==> src/rtl/sap1_pkg.sv <==
// Shared definitions for the SAP-1 accumulator CPU: opcodes, micro-steps
// and the control word driven by the microcode decoder.
package sap1_pkg;

    localparam int STEPS     = 5;
    localparam int RAM_DEPTH = 16;

    localparam logic [3:0] OP_NOP = 4'd0;
    localparam logic [3:0] OP_LDA = 4'd1;
    localparam logic [3:0] OP_ADD = 4'd2;
    localparam logic [3:0] OP_SUB = 4'd3;
    localparam logic [3:0] OP_STA = 4'd4;
    localparam logic [3:0] OP_LDI = 4'd5;
    localparam logic [3:0] OP_JMP = 4'd6;
    localparam logic [3:0] OP_JC  = 4'd7;
    localparam logic [3:0] OP_JZ  = 4'd8;
    localparam logic [3:0] OP_OUT = 4'd14;
    localparam logic [3:0] OP_HLT = 4'd15;

    typedef enum logic [2:0] {
        T0 = 3'd0,
        T1 = 3'd1,
        T2 = 3'd2,
        T3 = 3'd3,
        T4 = 3'd4
    } step_t;

    typedef struct packed {
        logic pc_out;
        logic pc_inc;
        logic pc_jmp;
        logic mar_in;
        logic ram_in;
        logic ram_out;
        logic instr_in;
        logic instr_out;
        logic a_in;
        logic a_out;
        logic b_in;
        logic alu_out;
        logic alu_sub;
        logic out_in;
        logic flags_in;
        logic halt;
    } ctrl_t;

endpackage

==> src/rtl/sap1_control.sv <==
// Combinational microcode decoder: opcode, micro-step and flags to control word.
module sap1_control
    import sap1_pkg::*;
(
    input  logic [3:0] opcode_i,
    input  step_t      step_i,
    input  logic       c_i,
    input  logic       z_i,
    output ctrl_t      ctrl_o
);

    // Fetch on T0/T1, opcode-specific execute on T2..T4
    always_comb begin
        ctrl_o = '0;
        case (step_i)
            T0: begin
                ctrl_o.pc_out = 1'b1;
                ctrl_o.mar_in = 1'b1;
            end
            T1: begin
                ctrl_o.ram_out  = 1'b1;
                ctrl_o.instr_in = 1'b1;
                ctrl_o.pc_inc   = 1'b1;
            end
            default: begin
                case (opcode_i)
                    OP_LDA, OP_ADD, OP_SUB: begin
                        case (step_i)
                            T2: begin
                                ctrl_o.instr_out = 1'b1;
                                ctrl_o.mar_in    = 1'b1;
                            end
                            T3: begin
                                ctrl_o.ram_out = 1'b1;
                                ctrl_o.a_in    = (opcode_i == OP_LDA);
                                ctrl_o.b_in    = (opcode_i != OP_LDA);
                            end
                            T4: begin
                                ctrl_o.alu_out  = (opcode_i != OP_LDA);
                                ctrl_o.a_in     = (opcode_i != OP_LDA);
                                ctrl_o.flags_in = (opcode_i != OP_LDA);
                                ctrl_o.alu_sub  = (opcode_i == OP_SUB);
                            end
                            default: begin end
                        endcase
                    end
                    OP_STA: begin
                        case (step_i)
                            T2: begin
                                ctrl_o.instr_out = 1'b1;
                                ctrl_o.mar_in    = 1'b1;
                            end
                            T3: begin
                                ctrl_o.a_out  = 1'b1;
                                ctrl_o.ram_in = 1'b1;
                            end
                            default: begin end
                        endcase
                    end
                    OP_LDI, OP_JMP, OP_JC, OP_JZ: begin
                        ctrl_o.instr_out = (step_i == T2);
                        ctrl_o.a_in      = (step_i == T2) && (opcode_i == OP_LDI);
                        ctrl_o.pc_jmp    = (step_i == T2) &&
                                           ((opcode_i == OP_JMP) ||
                                            ((opcode_i == OP_JC) && c_i) ||
                                            ((opcode_i == OP_JZ) && z_i));
                    end
                    OP_OUT: begin
                        ctrl_o.a_out  = (step_i == T2);
                        ctrl_o.out_in = (step_i == T2);
                    end
                    OP_HLT: begin
                        ctrl_o.halt = (step_i == T2);
                    end
                    default: begin end
                endcase
            end
        endcase
    end

endmodule

==> src/rtl/sap1_cpu.sv <==
// SAP-1 style 8-bit accumulator CPU: datapath, bus mux, ALU, 16x8 RAM and
// step sequencer around the sap1_control microcode decoder.
module sap1_cpu
    import sap1_pkg::*;
(
    input  logic       clk,
    input  logic       rst,
    input  logic       pr_mode,
    input  logic [3:0] pr_address,
    input  logic [7:0] pr_data,
    input  logic       instr_load,
    input  logic       address_send,
    input  logic       debug,
    output logic [7:0] out_data,
    output logic       halted,
    output logic [3:0] dbg_step,
    output logic [7:0] dbg_bus,
    output logic [3:0] dbg_pc
);

    logic [3:0] pc_q, pc_d, mar_q;
    logic [7:0] ir_q, a_q, b_q, out_q;
    logic       c_q, z_q, halted_q;
    step_t      step_q, step_d;
    logic [7:0] ram_q [RAM_DEPTH];

    ctrl_t      ctrl_raw_s, ctrl_s;
    logic [7:0] bus_s, b_op_s;
    logic [8:0] alu_s;

    sap1_control u_control (
        .opcode_i (ir_q[7:4]),
        .step_i   (step_q),
        .c_i      (c_q),
        .z_i      (z_q),
        .ctrl_o   (ctrl_raw_s)
    );

    // Programming mode and halt both silence the microcode
    assign ctrl_s = (pr_mode || halted_q) ? '0 : ctrl_raw_s;

    assign bus_s = ({8{ctrl_s.pc_out}}    & {4'h0, pc_q})      |
                   ({8{ctrl_s.ram_out}}   & ram_q[mar_q])      |
                   ({8{ctrl_s.instr_out}} & {4'h0, ir_q[3:0]}) |
                   ({8{ctrl_s.a_out}}     & a_q)               |
                   ({8{ctrl_s.alu_out}}   & alu_s[7:0]);

    assign b_op_s = ctrl_s.alu_sub ? ~b_q : b_q;
    assign alu_s  = {1'b0, a_q} + {1'b0, b_op_s} + {8'h00, ctrl_s.alu_sub};

    // Next micro-step and next program counter
    always_comb begin
        step_d = step_q;
        if (pr_mode) begin
            step_d = T0;
        end else if (halted_q || ctrl_s.halt) begin
            step_d = step_q;
        end else begin
            case (step_q)
                T0:      step_d = T1;
                T1:      step_d = T2;
                T2:      step_d = T3;
                T3:      step_d = T4;
                default: step_d = T0;
            endcase
        end
        pc_d = pc_q;
        if (ctrl_s.pc_jmp) begin
            pc_d = bus_s[3:0];
        end else if (ctrl_s.pc_inc) begin
            pc_d = pc_q + 4'd1;
        end else begin
            pc_d = pc_q;
        end
    end

    // Architectural registers and sequencer state
    always_ff @(posedge clk or negedge rst) begin
        if (!rst) begin
            step_q   <= T0;
            pc_q     <= 4'h0;
            mar_q    <= 4'h0;
            ir_q     <= 8'h00;
            a_q      <= 8'h00;
            b_q      <= 8'h00;
            out_q    <= 8'h00;
            c_q      <= 1'b0;
            z_q      <= 1'b0;
            halted_q <= 1'b0;
        end else begin
            step_q <= step_d;
            pc_q   <= pc_d;
            if (pr_mode && address_send) mar_q <= pr_address;
            else if (ctrl_s.mar_in)      mar_q <= bus_s[3:0];
            if (ctrl_s.instr_in) ir_q  <= bus_s;
            if (ctrl_s.a_in)     a_q   <= bus_s;
            if (ctrl_s.b_in)     b_q   <= bus_s;
            if (ctrl_s.out_in)   out_q <= bus_s;
            if (ctrl_s.flags_in) begin
                c_q <= alu_s[8];
                z_q <= (alu_s[7:0] == 8'h00);
            end
            if (ctrl_s.halt) halted_q <= 1'b1;
        end
    end

    // RAM has no reset so the program survives rst
    always_ff @(posedge clk) begin
        if (pr_mode && instr_load) ram_q[mar_q] <= pr_data;
        else if (ctrl_s.ram_in)    ram_q[mar_q] <= bus_s;
    end

    assign out_data = out_q;
    assign halted   = halted_q;
    assign dbg_step = debug ? {1'b0, step_q} : 4'h0;
    assign dbg_bus  = debug ? bus_s : 8'h00;
    assign dbg_pc   = debug ? pc_q : 4'h0;

endmodule

==> config.mk <==
export PLATFORM = sky130hd
export DESIGN_NAME = sap1_cpu
export DESIGN_NICKNAME = d
export VERILOG_FILES = /design/src/rtl/sap1_pkg.sv /design/src/rtl/sap1_control.sv /design/src/rtl/sap1_cpu.sv
export SDC_FILE = /design/constraint.sdc
export NUM_CORES = 1
export LEC_CHECK = 0
export ABC_AREA = 0
export BUFFER_PORTS_ARGS = -buffer_cell sky130_fd_sc_hd__buf_2
export CAP_MARGIN = 20
export CORE_MARGIN = 2
export CORE_UTILIZATION = 45
export CTS_CLUSTER_SIZE = 14
export DETAILED_ROUTE_END_ITERATION = 8
export PLACE_DENSITY = 0.62
export SYNTH_ARGS = -nofsm -noshare
export SYNTH_HDL_FRONTEND = slang
export SYNTH_HIERARCHICAL = 1
export SYNTH_SLANG_ARGS = --single-unit
==> constraint.sdc <==
create_clock -name clk -period 4.33 [get_ports clk]
set_input_delay 0.433 -clock clk [delete_from_list [all_inputs] [get_ports clk]]
set_output_delay 0.433 -clock clk [all_outputs]
set_load 0.01 [all_outputs]
After elaboration in Yosys (flattened, before gate mapping)
Memory sizes are Yosys's and may differ from the RTL's.
Index checks and enable logic that the tools add are counted.
{"block": "totals", "register_bits": 46, "latchBits": 0, "ram_bits": 128, "romBits": 0, "input_bits": 18, "word_cells": 101, "n_memories": 1}
{"block": "op_classes", "addsub": 3, "n_mul": 0, "n_div": 0, "order_cmp": 0, "eq_ne": 16, "n_shift": 0, "muxes": 42, "n_bitwise": 11, "n_reduce_logical": 18}
{"memory": "ram_q", "depth": 16, "word_bits": 8, "rd": 1, "rd_clocked_by_memory_dff": 0, "write_ports": 1, "line": "sap1_cpu.sv:25", "rtl": "logic [7:0] ram_q [RAM_DEPTH];"}
{"operator": "bitwise OR 8 bit", "n": 4}
{"operator": "AND 8 bit", "n": 3}
{"operator": "two-way mux 8 bit", "n": 3}
{"operator": "two-way mux 1 bit", "n": 20}
{"operator": "two-way mux 4 bit", "n": 5}
{"operator": "AND 8 x 4 -> 8 bit", "n": 2}
{"operator": "equality test 4 x 3 -> 1 bit (second input constant)", "n": 4}
{"operator": "two-way mux 16 bit", "n": 1}
{"operator": "equality test 4 bit (second input constant)", "n": 3}
{"operator": "two-way mux 3 bit", "n": 4}
{"operator": "case mux 1 bit (2 select lines)", "n": 6}
{"operator": "case mux 3 bit (4 select lines)", "n": 1}
{"operator": "adder 8 x 8 -> 9 bit", "n": 1}
{"operator": "adder 9 x 1 -> 9 bit", "n": 1}
{"operator": "two-way mux 9 bit", "n": 1}
{"operator": "equality test 4 x 2 -> 1 bit (second input constant)", "n": 2}
{"operator": "logical NOT 8 bit", "n": 1}
{"operator": "NOT 8 bit", "n": 1}
{"operator": "OR reduction 4 bit", "n": 2}
{"operator": "equality test 3 x 2 -> 1 bit (second input constant)", "n": 2}
{"operator": "logical AND 1 bit", "n": 6}
{"operator": "adder 4 x 1 -> 4 bit (second input constant)", "n": 1}
{"operator": "equality test 4 x 1 -> 1 bit (second input constant)", "n": 1}
{"operator": "logical OR 1 bit", "n": 4}
{"operator": "other kinds (10)", "n": 11}

Logic depth before layout (Yosys ltp)
Gate-level depths: netlist of the first run.
{"block": "logic_depth", "word_depth": 15, "depth_mapped": 15, "depth_no_buf": 11}

Cells and area by module
Netlist of the first run, hierarchy kept.
{"mod": "sap1_cpu", "n_inst": 1, "cells_per_inst": 552, "area_each_um2": 7736.2, "seq_area_each_um2": 4994.8}
{"mod": "sap1_control", "n_inst": 1, "cells_per_inst": 46, "area_each_um2": 309.0, "seq_area_each_um2": 0.0}

Least setup slack after synthesis of the first run
No wires, ideal clock.
{"block": "synth_path", "kind": "input to register", "startpoint": "in pr_mode", "endpoint": "mem ram_q[0][7], data pin", "setup_ps": 303, "arrival_ps": 3753, "required_time_ps": 4027, "setup_slack_ps": 275, "path_stages": 13, "path_cell_list": "clkbuf_1 -> nor2_1 -> clkbuf_1 -> and2_1 -> clkbuf_1 -> xor2_1 -> ha_1 -> a211oi_1 -> o21bai_1 -> a22o_1 -> or4_1 -> buf_2 -> a31oi_1"}
{"block": "synth_between", "elab_chain_cells": 8}
{"element": "from (decl)", "line": "sap1_cpu.sv:8", "rtl": "input logic pr_mode,"}
{"element": "logical OR 1 bit", "line": "sap1_cpu.sv:40", "rtl": "assign ctrl_s = (pr_mode || halted_q) ? '0 : ctrl_raw_s;"}
{"element": "two-way mux 16 bit", "line": "sap1_cpu.sv:40"}
{"element": "two-way mux 8 bit, or another cell as far along", "line": "sap1_cpu.sv:48", "rtl": "assign b_op_s = ctrl_s.alu_sub ? ~b_q : b_q;"}
{"element": "adder 8 x 8 -> 9 bit or bitwise OR 8 bit (tied branches)", "line": "sap1_cpu.sv:49, sap1_cpu.sv:42"}
{"element": "adder 9 x 1 -> 9 bit or bitwise OR 8 bit (tied branches)", "line": "sap1_cpu.sv:49, sap1_cpu.sv:43"}
{"element": "AND 8 bit or bitwise OR 8 bit (tied branches)", "line": "sap1_cpu.sv:46, sap1_cpu.sv:44"}
{"element": "bitwise OR 8 bit", "line": "sap1_cpu.sv:45", "rtl": "({8{ctrl_s.a_out}} & a_q) |"}
{"element": "two-way mux 8 bit (no source line) *"}
{"element": "to (decl)", "line": "sap1_cpu.sv:25"}
Mark *: on every way between the ends. The rest lies on a longest branch, timed or not.

==> results of run 1 <==
-- state kept, by name, indices dropped and copies added (netlist names), 3 cells and up --
signal / cells
mar_q: 4
out_data: 8
ir_q: 8
pc_q: 4
a_q: 8
b_q: 8
ram_q: 128
step_q: 3
-- layout make-up --
cell class                 instances  area, um2  share of cell area (%)
inverter                           4       15.0                   0.162
clock buffer                      19        433                    4.66
tap                              225        282                    3.03
multi-input combinational        383       2880                    31.0
sequential                       174       5000                    53.8
clock inverter                    12        125                    1.35
timing repair buffer              87        563                    6.06
-- per-layer routing --
layer  track usage, %  vias up  wire length, um
met5                0        -                0
li1                 -     2420                -
met1             29.1     2659             8720
met2             38.0      148             9930
met4             9.35        0              573
met3             4.27       37              947
-- logic make-up (layout without fill, tap and decap cells) --
group                      count (synthesis)  in the layout  synth area share [%]
DFF                                      174            174                  62.1
muxes                                     52             52                  11.5
and+or+nand+nor                          183            183                  11.3
AOI/OAI and AO/OA                        126            126                  9.78
xor gates and xnor gates                  12             12                  1.31
adders and majority gates                  9              9                  1.49
other                                      1              1                0.0466
buffers and inverters                     41            122                  2.57
-- power by group through the flow --
stage	sequential, uW	clock, uW	combinational (uW)
floorplan	1960	0	558
global placement	2040	0	729
detailed placement	2040	0	735
CTS	2010	1480	741
global route	2020	1540	807
finish	2010	1460	742
-- repair_timing --
| action | 4_1_cts | 5_1_grt |
|---|---|---|
| setup buffers | 0 | 3 |
| cloned | 0 | 0 |
| hold buffers | 0 | 0 |
| setup endpoints to repair | 3 | 4 |
| gates resized for setup | 3 | 6 |
-- metrics by stage --
stage | power [uW] | hold slack (ps) | worst slack [ps] | std cells | utilization, %
after floorplan | 2510 | 137 | 275 | 598 | -
after global placement | 2770 | 464 | 375 | 870 | 49.8
after detailed placement | 2780 | 476 | 288 | 870 | 49.8
after CTS | 4230 | 114 | 36.4 | 901 | 53.1
after global routing | 4370 | 137 | 15.0 | 904 | 53.4
final | 4210 | 92.3 | 151 | 904 | 53.4
-- cell usage after synthesis, types with 8 or more instances --
| cell type | number | share of area (%) |
|---|---|---|
| nand2_1 | 58 | 2.7 |
| dfrtp_1 | 46 | 14 |
| a31oi_1 | 15 | 1.2 |
| mux4_2 | 32 | 9.0 |
| o21ai_0 | 45 | 2.8 |
| ha_1 | 8 | 1.2 |
| and2_1 | 15 | 1.2 |
| nor3_1 | 12 | 0.75 |
| edfxtp_1 | 128 | 48 |
| nor2_1 | 51 | 2.4 |
| a21oi_1 | 17 | 1.1 |
| xor2_1 | 11 | 1.2 |
| mux2i_1 | 19 | 2.4 |
| clkbuf_1 | 19 | 0.89 |
-- cell usage in the layout (no fill, tap or decap), drive strengths merged, types with 3 or more instances in the layout --
master  netlist  layout
xor2         11      11
o22ai         7       7
inv           4      11
edfxtp      128     128
a311oi        3       3
nand3         7       7
nor4          4       4
nor3         13      13
o31ai         3       3
nand3b        3       3
and2         15      15
clkbuf       19      19
nand2        58      58
a21boi        4       4
buf          18      87
mux2i        19      19
o21ai        46      46
nor2         51      51
a31oi        15      15
or2           3       3
dfrtp        46      46
ha            8       8
o21bai        4       4
mux4         32      32
nand4         4       4
a211oi        6       6
nand2b        4       4
a22oi         6       6
nor2b         8       8
a21oi        17      17
-- how the worst min path moves through the flow --
stage | start | to | depth (start not counted)
final | rst | halted$_DFFE_PN0P_ | 2
after global routing | rst | halted$_DFFE_PN0P_ | 2
after CTS | rst | halted$_DFFE_PN0P_ | 2
after detailed placement | out_data[0]$_DFFE_PN0P_ | out_data[0]$_DFFE_PN0P_ | 2
after global placement | out_data[0]$_DFFE_PN0P_ | out_data[0]$_DFFE_PN0P_ | 2
after floorplan | rst | a_q[0]$_DFFE_PN0P_ | 0
==> summary.txt, run 1 <==
Outcome
  – Outcome: completed

Clock tree
  – H-tree levels: 4
  – Max clock buf depth: 2
  – Clock Sinks: 174
  – TritonCTS buffer count: 17
  – CTS tree: done
  – Clock-pin slew on the worst setup and hold paths: 70 ps
  – Clock Latency Late Sink: 430 ps
  – Clock root buffer: clkbuf_16

Worst setup path
  – Buffers and inverters on the worst path: 2
  – Critical Path RT: 3900 ps
  – Crit path to: dbg_bus[1]
  – Crit Path Class: flop to output port
  – CP top delay family: simple AND/OR/NAND/NOR gates
  – Worst flop-to-flop path startpoint: ir_q[7]$_DFFE_PN0P_
  – FF-to-FF path depth: 12
  – Crit path from: ir_q[7]$_DFFE_PN0P_
  – Arr. time, crit path: 3750 ps
  – Worst setup SP type: flop
  – Worst flop-to-flop path endpoint: ram_q[12][1]$_DFFE_PP_
  – CP max stage delay: 510 ps
  – Critical path's slowest cell: or4b_4
  – Stages on worst setup path: 12
  – CP Capture Type: output port
  – Crit-path cells: and4b_4 > and2_1 > or4b_4 > nand2_1 > fa_1 > a22o_1 > a221oi_2 > o22ai_1 > nor2_1 > buf_4 > nor2b_1 > buf_2
  – Worst reg-to-reg setup slack: 610 ps
  – CP Max Fanout: 10

Min path
  – Worst hold path class: input pin to async pin

Routing
  – Drt via density: 5.82
  – # DRC: 0
  – DRT iter0 DRCs: 484
  – Antenna viol nets, final: 0
  – Detailed Routing Iterations Pass 1: 4
  – Wire per inst: 22.3 um
  – Routed WL: 20200 um
  – DR vias: 5264

Global routing
  – Initial antenna violation count: 0
  – Vias in the first global route: 5356
  – GRT Residual Overflow: 0
  – Total global-route track usage: 22.6%
  – First-pass GRT wire length: 30900 um
  – Largest net degree at the start of global routing: 47

Power
  – Psw: 1180 uW
  – Leakage: 0.00344 uW
  – Clock Power Share: 34.6%
  – Flop pwr share: 47.8%
  – Power per Cell Area: 453 nW/um2
  – Sw frac: 28.1%
  – Logic pwr share: 17.6%
  – Max IR drop VDD: 0.000296 V
  – Power Internal: 3020 uW

Floorplan
  – Chip Height: 138 um
  – Placeable Area: 17400 um2
  – Total I/O pin count: 43
  – FP Rows: 48
  – Die ar.: 19000 um2
  – Die Wd: 138 um
  – Starting density of the core: 46.2%

Placed design
  – Dpl hpwl: 14300 um
  – IO buf count: 41
  – Final Wtd Congestion: 0.939
  – DP Area: 8680 um2

Yosys
  – Sequential area share after synthesis: 62.1%
  – EDFF count, synth: 128
  – Post-Synthesis Cell Area: 8050 um2
  – Post-Syn Nets: 625
  – Synthesis-stage register bit count: 174
  – Synth warnings: 6
  – FFs w/ async S/R, synth: 26.4%
  – Syn Inst Count: 598
  – Netlist cell types: 65
  – Top FF cell, synth: edfxtp_1
  – Avg Cell Area, Syn: 13.5 um2

Layout
  – Area grow syn2layout: 15.5%
  – Nets: 694
  – Fillers: 1483
  – Finished Cell Area: 9290 um2
  – Antenna cells: 0
  – Layout cell share with drive strength beyond 1: 24.4%

Timing
  – # setup viols final: 0
  – Final Hold Vio Count: 0
  – Final period util: 96.5%
  – Unrepaired setup endpoints after global routing: false
  – Slew margin rel.: 36.1%
  – Max-slew violations: 0
  – Post-route setup TNS: 0 ps
  – Final min period: 4180 ps
  – Worst-margin pin slew: 955 ps
  – Clk_skew: 17.8 ps
  – Max frequency: 0.239 GHz

Flow run
  – Max-Cap Viols: 0
No activity file was read; power rests on OpenSTA's default activity.
==> run 2: changes to the inputs <==
- RECOVER_POWER: unset -> 25
==> run 2 against run 1 <==
The flow now finishes with violations (capacitance limit, slew limit). Non-clock buffer count unchanged. Worst setup slack worse by 3.7 ps. Register-to-register slack hardly changed.
==> summary.txt, run 2 (same netlist as run 1, synthesis figures left out) <==
Global routing
  – First-pass GRT wire length: 30900 um
  – Initial antenna violation count: 0
  – GRT Residual Overflow: 0
  – Largest net degree at the start of global routing: 47
  – Vias in the first global route: 5356
  – Total global-route track usage: 22.6%

Routing
  – Antenna viol nets, final: 0
  – Drt via density: 5.83
  – DRT iter0 DRCs: 492
  – DR vias: 5271
  – Detailed Routing Iterations Pass 1: 5
  – Wire per inst: 22.4 um
  – # DRC: 0
  – Routed WL: 20200 um

Power
  – Leakage: 0.00337 uW
  – Power per Cell Area: 455 nW/um2
  – Tot Pwr: 4210 uW
  – Max IR drop VDD: 0.000299 V

Timing
  – Max frequency: 0.239 GHz
  – Max-slew violations: 47
  – Clk_skew: 19.5 ps
  – Hold_ws: 286 ps
  – # setup viols final: 0
  – Slew margin rel.: -70.9%
  – Unrepaired setup endpoints after global routing: false
  – Post-route setup TNS: 0 ps
  – Final min period: 4180 ps
  – Worst-margin pin slew: 2560 ps
  – Final Hold Vio Count: 0
  – Final period util: 96.6%

Worst setup path
  – Worst setup SP type: flop
  – Crit Path Class: flop to output port
  – Crit-path cells: and4b_4 > and2_1 > or4b_4 > nand2_1 > fa_1 > a22o_1 > a221oi_2 > o22ai_1 > nor2_1 > buf_4 > nor2b_1 > buf_2
  – Worst flop-to-flop path endpoint: ram_q[12][1]$_DFFE_PP_
  – CP max stage delay: 510 ps
  – FF-to-FF path depth: 12
  – Arr. time, crit path: 3750 ps
  – Critical path's slowest cell: or4b_4
  – Worst flop-to-flop path startpoint: ir_q[7]$_DFFE_PN0P_
  – Worst reg-to-reg setup slack: 610 ps
  – Critical Path RT: 3900 ps
  – CP Capture Type: output port
  – CP Max Fanout: 10
  – Crit path from: ir_q[7]$_DFFE_PN0P_
  – Crit path to: dbg_bus[1]

Clock tree
  – Clock Latency Late Sink: 430 ps
  – Clock root buffer: clkbuf_16
  – Max clock buf depth: 2
  – Clock Sinks: 174
  – H-tree levels: 4
  – Hold Buf Count CTS: 0
  – Clock-pin slew on the worst setup and hold paths: 70 ps
  – TritonCTS buffer count: 17
  – CTS tree: done

Floorplan
  – FP Rows: 48
  – Starting density of the core: 46.2%
  – Die ar.: 19000 um2
  – Die Wd: 138 um
  – Placeable Area: 17400 um2
  – Chip Height: 138 um
  – Total I/O pin count: 43

Layout
  – Most frequent cells in the layout: edfxtp_1 (128), nand2_1 (58), nor2_1 (50)
  – Multi-input logic area: 2880 um2
  – Nets: 694
  – Most common cell after layout, fill and taps aside: edfxtp_1
  – Area grow syn2layout: 15.0%
  – Fillers: 1492
  – Number of flip-flops under the largest register name: 128
  – Layout cell share with drive strength beyond 1: 22.1%
  – FF/Latch Area: 5000 um2
  – Reg with most FFs: ram_q
  – Antenna cells: 0
  – Finished Cell Area: 9250 um2

Flow run
  – Max-Cap Viols: 1

Placed design
  – Dpl hpwl: 14300 um
  – Final Wtd Congestion: 0.939
  – DP Area: 8680 um2
  – IO buf count: 41

Outcome
  – Outcome: complete, but fails checks
  – Failing checks: capacitance limit, slew limit

Min path
  – Worst hold path class: input pin to flop
==> run 2: cell count changes in the layout (fill, tap and decap cells not counted) <==
cell      delta
and2_1       -4
and2_0       +4
buf_2        -8
clkbuf_1    +16
buf_4        -8
==> run 2: worst min-delay path by stage <==
stage | startpoint | to | slack (ps) | cells after the start
after floorplan | rst | a_q[0]$_DFFE_PN0P_ | 140 | 0
after global placement | out_data[0]$_DFFE_PN0P_ | out_data[0]$_DFFE_PN0P_ | 460 | 2
after detailed placement | out_data[0]$_DFFE_PN0P_ | out_data[0]$_DFFE_PN0P_ | 480 | 2
after CTS | rst | halted$_DFFE_PN0P_ | 110 | 2
after global routing | pr_address[2] | mar_q[2]$_DFFE_PN0P_ | 300 | 3
final | pr_address[2] | mar_q[2]$_DFFE_PN0P_ | 290 | 3
==> run 2: routing by layer <==
metal	global-route usage, %	vias up	wire length, um
met5	0	-	0
met4	9.35	0	631
met3	4.27	45	1030
met1	29.1	2638	8680
li1	-	2420	-
met2	38.0	168	9890
==> run 2: report_power, final <==
part / leakage (uW) / total, uW / internal, uW / switching [uW]
clock network: 0.000269 / 1460 / 805 / 656
registers: 0.00177 / 2010 / 1880 / 128
logic: 0.00133 / 737 / 333 / 404
total: 0.00337 / 4210 / 3020 / 1190
==> run 2: stage by stage <==
stage	instances	util, %	setup WS, ps
after floorplan	598	-	275
after global placement	870	49.8	375
after detailed placement	870	49.8	288
after CTS	901	53.1	36.4
after global routing	904	53.1	15.0
final	904	53.1	147
==> run 2: area by class of cell <==
class / count / share of cell area (%)
clock buffer: 19 / 4.68
clock inverter: 12 / 1.35
inverter: 4 / 0.162
multi-input combinational: 383 / 31.1
sequential: 174 / 54.0
tap: 225 / 3.04
timing repair buffer: 87 / 5.65
==> run 2: critical path, delay by kind of cell (launching register included) <==
kind | cells | cell delay [ps]
flops | 1 | 490
simple gates | 6 | 1400
compound gates | 3 | 620
fa+ha+maj | 1 | 480
buf+inv | 2 | 340
==> run 2: what timing repair did <==
action                                  CTS  global route
buffers inserted                          0             3
pin swaps                                 0             0
resized for setup                         3             6
endpoints found under the setup margin    3             4
==> run 3: changes to the inputs <==
--- a/config.mk
+++ b/config.mk
@@ -9,5 +9,4 @@
 export BUFFER_PORTS_ARGS = -buffer_cell sky130_fd_sc_hd__buf_2
 export CAP_MARGIN = 20
-export CORE_MARGIN = 2
 export CORE_UTILIZATION = 45
 export CTS_CLUSTER_SIZE = 14
==> constraint.sdc (replaced) <==
create_clock -name clk -period 4.33 [get_ports clk]
set_input_delay 1.0825 -clock clk [delete_from_list [all_inputs] [get_ports clk]]
set_output_delay 1.0825 -clock clk [all_outputs]
set_load 0.01 [all_outputs]
==> run 3 against run 2 <==
Sequential share of layout area decreased by 3.1 points. The flow finishes with violations (capacitance limit, slew limit, setup timing). Design area increased by 6.1%. Critical path depth increased by 2.
==> summary.txt, run 3 (same netlist as run 1, synthesis figures left out) <==
Global routing
  – Vias in the first global route: 5348
  – First-pass GRT wire length: 31300 um
  – Initial antenna violation count: 0
  – Total global-route track usage: 23.6%
  – GRT Residual Overflow: 0
  – Largest net degree at the start of global routing: 47

Layout
  – Nets: 740
  – Fillers: 1444
  – Antenna cells: 0
  – Number of flip-flops under the largest register name: 128
  – Most common cell after layout, fill and taps aside: edfxtp_1
  – Layout cell share with drive strength beyond 1: 30.2%
  – Most frequent cells in the layout: edfxtp_1 (128), buf_4 (79), nand2_1 (56)
  – Reg with most FFs: ram_q
  – Area grow syn2layout: 22.1%

Placed design
  – Dpl hpwl: 14400 um
  – Final Wtd Congestion: 0.938
  – IO buf count: 41
  – Place WS: -282 ps

Worst setup path
  – Crit Path Class: flop to output port
  – CP Capture Type: output port
  – Arr. time, crit path: 3320 ps
  – FF-to-FF path depth: 11
  – Critical Path RT: 3250 ps
  – CP Max Fanout: 5
  – Worst setup SP type: flop

Clock tree
  – CTS tree: done
  – Clock Sinks: 174
  – TritonCTS buffer count: 17
  – Max clock buf depth: 2
  – Clock Latency Late Sink: 430 ps
  – Clock root buffer: clkbuf_16
  – Clock-pin slew on the worst setup and hold paths: 70 ps
  – Hold Buf Count CTS: 0
  – H-tree levels: 4

Floorplan
  – Placeable Area: 17400 um2
  – Total I/O pin count: 43
  – Die Wd: 136 um
  – Chip Height: 136 um
  – Die ar.: 18400 um2
  – Starting density of the core: 46.4%
  – FP Rows: 48

Power
  – Flop pwr share: 45.8%
  – Max IR drop VDD: 0.000304 V
  – Clock Power Share: 34.4%
  – Logic pwr share: 19.8%
  – Leakage: 0.00360 uW
  – Sw frac: 28.5%
  – Tot Pwr: 4330 uW
  – Power per Cell Area: 441 nW/um2
  – Power Internal: 3100 uW
  – Psw: 1230 uW

Timing
  – Clk_skew: 16.6 ps
  – Final min period: 4400 ps
  – Worst-margin pin slew: 2300 ps
  – Slew margin rel.: -53.0%
  – Crit path setup slack, layout: -71.5 ps
  – # setup viols final: 5
  – Max-slew violations: 40
  – Final period util: 102%
  – Max frequency: 0.227 GHz
  – Final Hold Vio Count: 0
  – Unrepaired setup endpoints after global routing: true

Outcome
  – Outcome: complete, but fails checks
  – Failing checks: capacitance limit, slew limit, setup timing

Flow run
  – Max-Cap Viols: 1

Min path
  – WHS Path Cells: 2
  – Worst hold path class: flop to flop

Routing
  – # DRC: 0
  – Routed WL: 20400 um
  – Wire per inst: 21.5 um
  – Detailed Routing Iterations Pass 1: 4
  – DR vias: 5471
  – Drt via density: 5.75
  – Antenna viol nets, final: 0
  – DRT iter0 DRCs: 298
-- run 3: cell count changes in the layout (fill, tap and decap cells not counted), sizes merged --
cell | before | now
inv | 11 | 10
clkbuf | 35 | 40
clkinv | 2 | 6
buf | 71 | 110
-- run 3: repair_timing --
item | in CTS | in global routing
pin swaps | 18 | 9
setup endpoints to repair | 7 | 7
gates resized for setup | 27 | 19
setup buffers | 9 | 1
-- run 3: worst paths after layout --
| check | startpoint | endpoint | slack [ps] |
|---|---|---|---|
| setup / recovery | ir_q[6]$_DFFE_PN0P_ | dbg_bus[6] | -70 |
| hold / removal | out_data[2]$_DFFE_PN0P_ | out_data[2]$_DFFE_PN0P_ | 480 |
| setup reg to reg | ir_q[6]$_DFFE_PN0P_ | ram_q[0][1]$_DFFE_PP_ | 740 |
| hold reg to reg | out_data[2]$_DFFE_PN0P_ | out_data[2]$_DFFE_PN0P_ | 480 |
| max in group asynchronous | rst | ir_q[6]$_DFFE_PN0P_ | 1090 |
| min in group asynchronous | rst | ir_q[5]$_DFFE_PN0P_ | 560 |
-- run 3: layout make-up --
cell class | instances | area, um2 | share of cell area, %
clock inverter | 15 | 154 | 1.57
clock buffer | 17 | 425 | 4.33
tap | 225 | 282 | 2.87
sequential | 174 | 5000 | 50.9
multi-input combinational | 383 | 3090 | 31.4
timing repair buffer | 133 | 863 | 8.79
inverter | 4 | 15.0 | 0.153
-- run 3: stage by stage --
step,util (%),TNS [ps],instances,instance area (um2),hold slack [ps]
6_report,56.6,-183,951,9820,483
5_1_grt,56.6,-833,951,9820,511
4_1_cts,56.2,-292,949,9750,486
3_5_place_dp,51.8,-877,908,8990,470
3_3_place_gp,51.8,-710,908,8990,463
2_1_floorplan,-,-274,598,8120,449
-- run 3: critical path: stages, from the launching register on --
cell	delay, ps
dfrtp_2	440
nor2b_4	120
and4b_4	240
and2_4	140
and2_4	160
buf_8	150
xor2_4	80
fa_2	360
a211o_4	370
a31oi_4	160
o31ai_2	90
a211oi_2	240
buf_4	170
nor2b_2	40
buf_2	130
-- run 3: routing by layer --
layer	vias to the layer above	share of wire [%]	wire length [um]	GRT usage, %
li1	2510	-	-	-
met1	2773	42	8560	30.1
met2	155	52	10700	40.5
met3	33	3.3	670	3.11
met4	0	2.4	493	9.43
met5	-	0	0	0
-- run 3: power groups by stage --
stage,sequential [uW],combinational [uW],clock [uW]
global route,2000,933,1570
finish,1980,857,1490
floorplan,1960,565,0
global placement,2010,794,0
detailed placement,2020,807,0
CTS,1980,837,1510
